## src/rtl/mult_shiftadd_ctrl.sv

```systemverilog
// rtl/mult_shiftadd_ctrl.sv - shift-and-add multiply sequencer driving a shared regfile/ALU datapath
module mult_shiftadd_ctrl #(
    parameter int WIDTH         = 8,
    parameter int SELECTIONALU  = 3,
    parameter int SELECTIONDECO = 3
) (
    input  logic                     clk,
    input  logic                     lowRst,
    input  logic                     sStart,
    input  logic                     sPar,
    input  logic                     sZero,
    input  logic                     sCarry,
    output logic [SELECTIONDECO-1:0] sSelDecoA,
    output logic [SELECTIONDECO-1:0] sSelDecoB,
    output logic [SELECTIONDECO-1:0] sSelDecoC,
    output logic [SELECTIONALU-1:0]  sSelAlu,
    output logic                     sBusy,
    output logic                     sDone,
    output logic                     sOvf
);

    localparam int CNTW = $clog2(WIDTH + 1);

    localparam logic [SELECTIONDECO-1:0] REG_R0   = SELECTIONDECO'(0);
    localparam logic [SELECTIONDECO-1:0] REG_R1   = SELECTIONDECO'(1);
    localparam logic [SELECTIONDECO-1:0] REG_R2   = SELECTIONDECO'(2);
    localparam logic [SELECTIONDECO-1:0] REG_R6   = SELECTIONDECO'(6);
    localparam logic [SELECTIONDECO-1:0] REG_R7   = SELECTIONDECO'(7);
    localparam logic [SELECTIONDECO-1:0] NO_WRITE = SELECTIONDECO'(7);

    localparam logic [SELECTIONALU-1:0] ALU_PASSA = SELECTIONALU'(3'b000);
    localparam logic [SELECTIONALU-1:0] ALU_ADD   = SELECTIONALU'(3'b001);
    localparam logic [SELECTIONALU-1:0] ALU_SUB   = SELECTIONALU'(3'b010);
    localparam logic [SELECTIONALU-1:0] ALU_SHL   = SELECTIONALU'(3'b100);
    localparam logic [SELECTIONALU-1:0] ALU_SHR   = SELECTIONALU'(3'b101);

    typedef enum logic [3:0] {
        S_IDLE,
        S_CLR,
        S_LDA,
        S_LDB,
        S_TEST,
        S_ADD,
        S_SHL,
        S_SHR,
        S_DONE
    } state_t;

    state_t          state_q, state_d;
    logic [CNTW-1:0] cnt_q, cnt_d;
    logic            pend_q, pend_d;
    logic            ovf_q, ovf_d;

    always_ff @(posedge clk) begin
        if (lowRst) begin
            state_q <= S_IDLE;
            cnt_q   <= '0;
            pend_q  <= 1'b0;
            ovf_q   <= 1'b0;
        end else begin
            state_q <= state_d;
            cnt_q   <= cnt_d;
            pend_q  <= pend_d;
            ovf_q   <= ovf_d;
        end
    end

    always_comb begin
        state_d   = state_q;
        cnt_d     = cnt_q;
        pend_d    = pend_q;
        ovf_d     = ovf_q;
        sSelDecoA = REG_R0;
        sSelDecoB = REG_R0;
        sSelDecoC = NO_WRITE;
        sSelAlu   = ALU_PASSA;

        case (state_q)
            S_IDLE: begin
                if (sStart) begin
                    state_d = S_CLR;
                    cnt_d   = '0;
                    pend_d  = 1'b0;
                    ovf_d   = 1'b0;
                end
            end
            // R6 - R6 gives a zero without needing a constant port on the datapath
            S_CLR: begin
                sSelDecoA = REG_R6;
                sSelDecoB = REG_R6;
                sSelDecoC = REG_R0;
                sSelAlu   = ALU_SUB;
                state_d   = S_LDA;
            end
            S_LDA: begin
                sSelDecoA = REG_R6;
                sSelDecoC = REG_R1;
                state_d   = S_LDB;
            end
            S_LDB: begin
                sSelDecoA = REG_R7;
                sSelDecoC = REG_R2;
                state_d   = S_TEST;
            end
            S_TEST: begin
                sSelDecoA = REG_R2;
                if (sZero || (cnt_q == CNTW'(WIDTH))) begin
                    state_d = S_DONE;
                end else if (!sPar) begin
                    state_d = S_ADD;
                end else begin
                    state_d = S_SHL;
                end
            end
            // A previously lost multiplicand bit makes this partial product overflow too
            S_ADD: begin
                sSelDecoA = REG_R0;
                sSelDecoB = REG_R1;
                sSelDecoC = REG_R0;
                sSelAlu   = ALU_ADD;
                if (sCarry || pend_q) begin
                    ovf_d = 1'b1;
                end
                state_d = S_SHL;
            end
            S_SHL: begin
                sSelDecoA = REG_R1;
                sSelDecoC = REG_R1;
                sSelAlu   = ALU_SHL;
                if (sCarry) begin
                    pend_d = 1'b1;
                end
                state_d = S_SHR;
            end
            S_SHR: begin
                sSelDecoA = REG_R2;
                sSelDecoC = REG_R2;
                sSelAlu   = ALU_SHR;
                cnt_d     = cnt_q + CNTW'(1);
                state_d   = S_TEST;
            end
            S_DONE: begin
                if (!sStart) begin
                    state_d = S_IDLE;
                end
            end
            default: begin
                state_d = S_IDLE;
            end
        endcase
    end

    assign sBusy = (state_q != S_IDLE) && (state_q != S_DONE);
    assign sDone = (state_q == S_DONE);
    assign sOvf  = ovf_q;

endmodule

```

## config.mk

```make
export PLATFORM = sky130hd
export DESIGN_NAME = mult_shiftadd_ctrl
export DESIGN_NICKNAME = d
export VERILOG_FILES = /design/src/rtl/mult_shiftadd_ctrl.sv
export SDC_FILE = /design/constraint.sdc
export NUM_CORES = 1
export LEC_CHECK = 0
export CAP_MARGIN = 20
export CORE_MARGIN = 3
export CORE_UTILIZATION = 35
export CTS_CLUSTER_SIZE = 25
export DETAILED_ROUTE_END_ITERATION = 8
export PLACE_DENSITY = 0.67
export SETUP_SLACK_MARGIN = 0.05
export SLEW_MARGIN = 20
export SYNTH_ARGS = -nofsm -noshare
export SYNTH_HDL_FRONTEND = slang
export SYNTH_SLANG_ARGS = --single-unit
export TNS_END_PERCENT = 1
```

## constraint.sdc

```tcl
create_clock -name clk -period 1.6 [get_ports clk]
set_clock_uncertainty 0.1 [all_clocks]
set_input_delay 0.48 -clock clk [delete_from_list [all_inputs] [get_ports clk]]
set_output_delay 0.48 -clock clk [all_outputs]
set_load 0.005 [all_outputs]
```

# After elaboration in Yosys (flattened, before gate mapping)

Index checks and enable logic that the tools add are counted.

Add/sub/neg operators: 1
Equal/unequal tests: 14
Mux-type cells: 16
Reduce and logical (&&, ||, !) cells: 17

Operator list:

| operator                                      | count |
|---|---|
| one-hot mux 4 bit (8 select lines)            | 1 |
| one-hot mux 3 bit (4 select lines)            | 2 |
| == test 4 x 3 -> 1 bit, second input constant | 4 |
| two-way mux 4 bit                             | 4 |
| OR reduction 2 bit                            | 5 |
| one-hot mux 3 bit (3 select lines)            | 1 |
| == test 4 x 2 -> 1 bit, second input constant | 2 |
| == test 4 bit, second input constant          | 2 |
| != test 2 bit, second input constant          | 4 |
| one-hot mux 4 bit (2 select lines)            | 1 |
| one-hot mux 3 bit (2 select lines)            | 1 |
| AND reduction 3 bit                           | 2 |
| nonzero test 2 bit                            | 3 |
| adder 4 x 1 -> 4 bit, second input constant   | 1 |
| == test 4 x 1 -> 1 bit, second input constant | 1 |
| logical NOT 4 bit                             | 1 |
| != test 4 bit, second input constant          | 1 |
| one-hot mux 1 bit (2 select lines)            | 2 |
| AND reduction 2 bit                           | 2 |
| nonzero test 4 bit                            | 1 |
| two-way mux 1 bit                             | 3 |
| logical OR 1 bit                              | 2 |
| two-way mux 2 bit                             | 1 |
| logical AND 1 bit                             | 1 |

Flip-flop bits (word level): 10
Output and inout port bits: 15
Logic and storage cells: 52

# Longest topological paths before layout

Gate-level depths: netlist of the first run.

Depth in word-level cells: 4
Gate-level depth with buffers: 5
Gate-level depth less buffers: 5

# Worst setup path before layout of the first run

Ideal clock, no wire load.

Path type: register to output
Start: reg state_q[0]
End: out sSelDecoB[1]
Data arrival time: 1303 ps
Data required time: 1020 ps
Path slack: -283 ps
Stages on the path, launching flop included: 5
Cell sequence: dfxtp_1 -> buf_4 -> buf_2 -> nor4b_1 -> buf_4

Longest elaborated chain between the ends: 2

Ends and longest elaborated chain:

| what                                                             | RTL line | text |
|---|---|---|
| from (decl)                                                      | 49       | `state_t state_q, state_d;` |
| from (signal assigned)                                           | 61       | `state_q <= state_d;` |
| == test 4 x 3 -> 1 bit or == test 4 x 1 -> 1 bit (tied branches) | 78       | `case (state_q)` |
| one-hot mux 3 bit (2 select lines) *                             | 78       |  |
| to (decl)                                                        | 14       | `output logic [SELECTIONDECO-1:0] sSelDecoB,` |

Mark *: on every way between the ends. The rest lies on a longest branch, timed or not.

# Final worst setup path of the first run

Start: reg state_q[2]
End: out sBusy

Longest elaborated chain between the ends: 2

Ends and longest elaborated chain:

| what                                                | RTL line | text |
|---|---|---|
| != test 4 bit or nonzero test 4 bit (tied branches) | 153      | `assign sBusy = (state_q != S_IDLE) && (state_q != S_DONE);` |
| logical AND 1 bit *                                 | 153      |  |
| to (decl)                                           | 17       | `output logic sBusy,` |

Marked as above.

==> run_results.csv, run 1 <==
group,metric,value,unit
final_layout,seqCellArea,216,um^2
final_layout,multi_input_comb_area,488,um^2
timing,rsz0062_at_grt,"true",
status,violations,"negative setup slack",
clocking,htree_levels,1,
clocking,clock-sinks,10,
power_and_ir_drop,power_density,645,nW/um^2
die,die_y,52.0,um
route,firstDrtPassIters,4,
synth,yosys-top-cells-count,"dfxtp_1, inv_1, nor2_1",
final_layout,nFillCells,176,
power_and_ir_drop,max-vdd-ir-drop,416,uV
critical_path,cp_max_fo,5,
clocking,clk_latency,0.27,ns
die,die_w,52.0,um
synth,yosysMostFrequentCell,"dfxtp_1",
synth,synthFlopType,"dfxtp_1",
synth,seq_area_frac_synth,27.1,%
timing,drv_slew,0,
final_layout,n_antenna_cell,0,
route,vias,795,
die,start_util,37.3,%
clocking,clock_path_buffers,2,
worst_hold_path,worst_hold_path_type,"register to register",
timing,hold-worst-slack,0.354,ns
synth,synth.distinct_cells,42,
timing,layout_setup_ws,-0.252,ns
global_route,grt_overflow,0,
route,drt.antenna.violating_nets,0,
synth,synth_area,739,um^2
critical_path,endpoint_kind,"output pin",
die,die_area,2700,um^2
place,dp_hpwl,1440,um
flow_run,max-cap-violations,0,
critical_path,crit_type,"register to output pin",
critical_path,worstSetupStartpointType,"register",
synth,yosysTopAreaCell,"dfxtp_1",
global_route,grt_pass1_vias,780,
power_and_ir_drop,p_leak,0.000551,uW
final_layout,drive_gt1_share,51.6,%
timing,slew_headroom,77.7,%
synth,async_flop_share,0,%
synth,yosys_warnings,0,
place,dp_slack,-0.423,ns
clocking,cts_tree,"built",
critical_path,reg2reg_slack,-0.11,ns
global_route,grt_usage,17.3,%
clocking,cts_root_buf,"clkbuf_4",
place,port_buffers,20,
timing,period_minus_slack,1.85,ns
route,vias_per_cell,5.13,
clocking,cts_hold_buf,0,
timing,fmax,540,MHz
status,run_status,"complete, but fails checks",
global_route,grt_max_degree,10,
die,fp.coreArea,1980,um^2
die,fp-row-count,16,
place,gp_congestion,0.762,
global_route,antenna_found_initial,0,
synth,syn_inst,89,
synth,ys_seq_elements,10,
final_layout,area_delta_synth_final,58.5,%
final_layout,fin_area,1170,um^2
route,drt-wirelength-per-cell,13.1,um
clocking,cts.reportedPaths.clkPinSlew,0.07,ns
synth,syn-num-nets,97,
clocking,cts-buffers-inserted,3,
route,drt_iter0_drc,4,
global_route,grt_pass1_wl,3550,um
timing,fin_crit_sh,116,%
synth,synthTopCellsByArea,"dfxtp_1, buf_4, inv_1",
timing,setup_viol,19,
route,wirelength,2030,um
critical_path,crit_required,1.02,ns
synth,synth_edf_count,0,
synth,yosysTopAreaCellShare,27.1,%
route,drc,0,
final_layout,final_nets,137,
timing,final-hold-violation-count,0,
timing,tightest_slew,0.334,ns
die,ioPinCount,21,
place,postPlaceCellArea,1070,um^2
synth,syn_area_per_cell,8.31,um^2
critical_path,cp.arrival,1.27,ns
-- worst paths after layout --
kind,from,depth (start not counted),to
hold reg to reg,pend_q,2,pend_q
setup reg to reg,state_q[1],5,cnt_q[3]
setup / recovery,state_q[2],3,sBusy
hold / removal,pend_q,2,pend_q
-- cells in the final DEF, fill, tap and decap left out, types with 2 or more instances in the layout --
cell type	netlist	final
o21ai_0	3	2
nand3b_1	3	3
o211ai_1	2	2
a211oi_1	2	2
clkbuf_4	0	3
or3_1	3	2
o21ai_2	1	2
inv_2	1	2
nor2_2	0	3
dfxtp_4	0	4
o21ai_1	2	2
nand2b_1	2	2
a21oi_1	4	4
dlygate4sd2_1	0	3
buf_6	2	7
or2_4	0	2
nand2_1	2	2
clkbuf_2	0	3
nor2_1	7	4
buf_2	3	8
clkdlybuf4s50_1	0	5
ha_1	2	2
nand3_1	3	3
buf_4	4	19
dfxtp_1	10	5
inv_1	7	6
-- through the flow --
step | power [uW] | std cells | utilization (%) | setup TNS (ns)
3_3_place_gp | 524 | 145 | 53.8 | -6.99
2_1_floorplan | 414 | 89 | - | 0
3_5_place_dp | 524 | 145 | 53.8 | -6.89
6_report | 756 | 155 | 59.2 | -2.45
5_1_grt | 800 | 155 | 59.2 | -3.51
4_1_cts | 758 | 154 | 58.5 | -2.79
-- kinds of logic (layout without fill, tap and decap cells) --
| family | after synthesis | after routing | share of synthesized area (%) |
|---|---|---|---|
| compound gates | 20 | 20 | 18.8 |
| xor+xnor | 2 | 2 | 2.37 |
| fa+ha+maj | 2 | 2 | 3.38 |
| buf+inv | 19 | 58 | 14.2 |
| flops | 10 | 10 | 27.1 |
| simple gates | 36 | 36 | 34.2 |
-- registers in the layout (all words and copies together) (netlist names) --
signal	count
sOvf	1
state_q	4
pend_q	1
cnt_q	4
-- layer usage --
| metal | up-vias | routed length, um | global-route usage, % |
|---|---|---|---|
| met5 | - | 0 | 0 |
| met4 | 0 | 17 | 7.86 |
| met3 | 2 | 95 | 3.44 |
| met2 | 18 | 1010 | 28.7 |
| met1 | 381 | 910 | 21.3 |
| li1 | 394 | - | - |
-- report_power, final --
part	internal [uW]	switching (uW)	total (uW)
Combinational	138	112	250
Sequential	256	15.8	272
Clock	138	96.5	235
-- worst max-delay path, cell delays in order, from the launching register on --
cell     delay, ns
dfxtp_4       0.38
buf_6         0.12
or3_4         0.37
buf_2         0.13
-- area by class of cell --
cell class              count  area share (%)
clock buffers               4            3.09
inverters                   8            2.56
multi-input cells          60            41.6
flip-flops and latches     10            18.5
well taps                  27            2.88
repair buffers             46            31.4
-- repair_timing --
action                                  CTS  global route
endpoints found under the setup margin   24            24
resized for setup                        69             8
cloned                                    0             0
pin swaps                                 5             4
buffers inserted                          5             1
No activity file was read; power rests on OpenSTA's default activity.
==> run 2: changes to the inputs <==
- SLEW_MARGIN: 20 -> 40
==> results of run 2 <==
The final DEF is identical to that of run 1; final timing and power are the same.
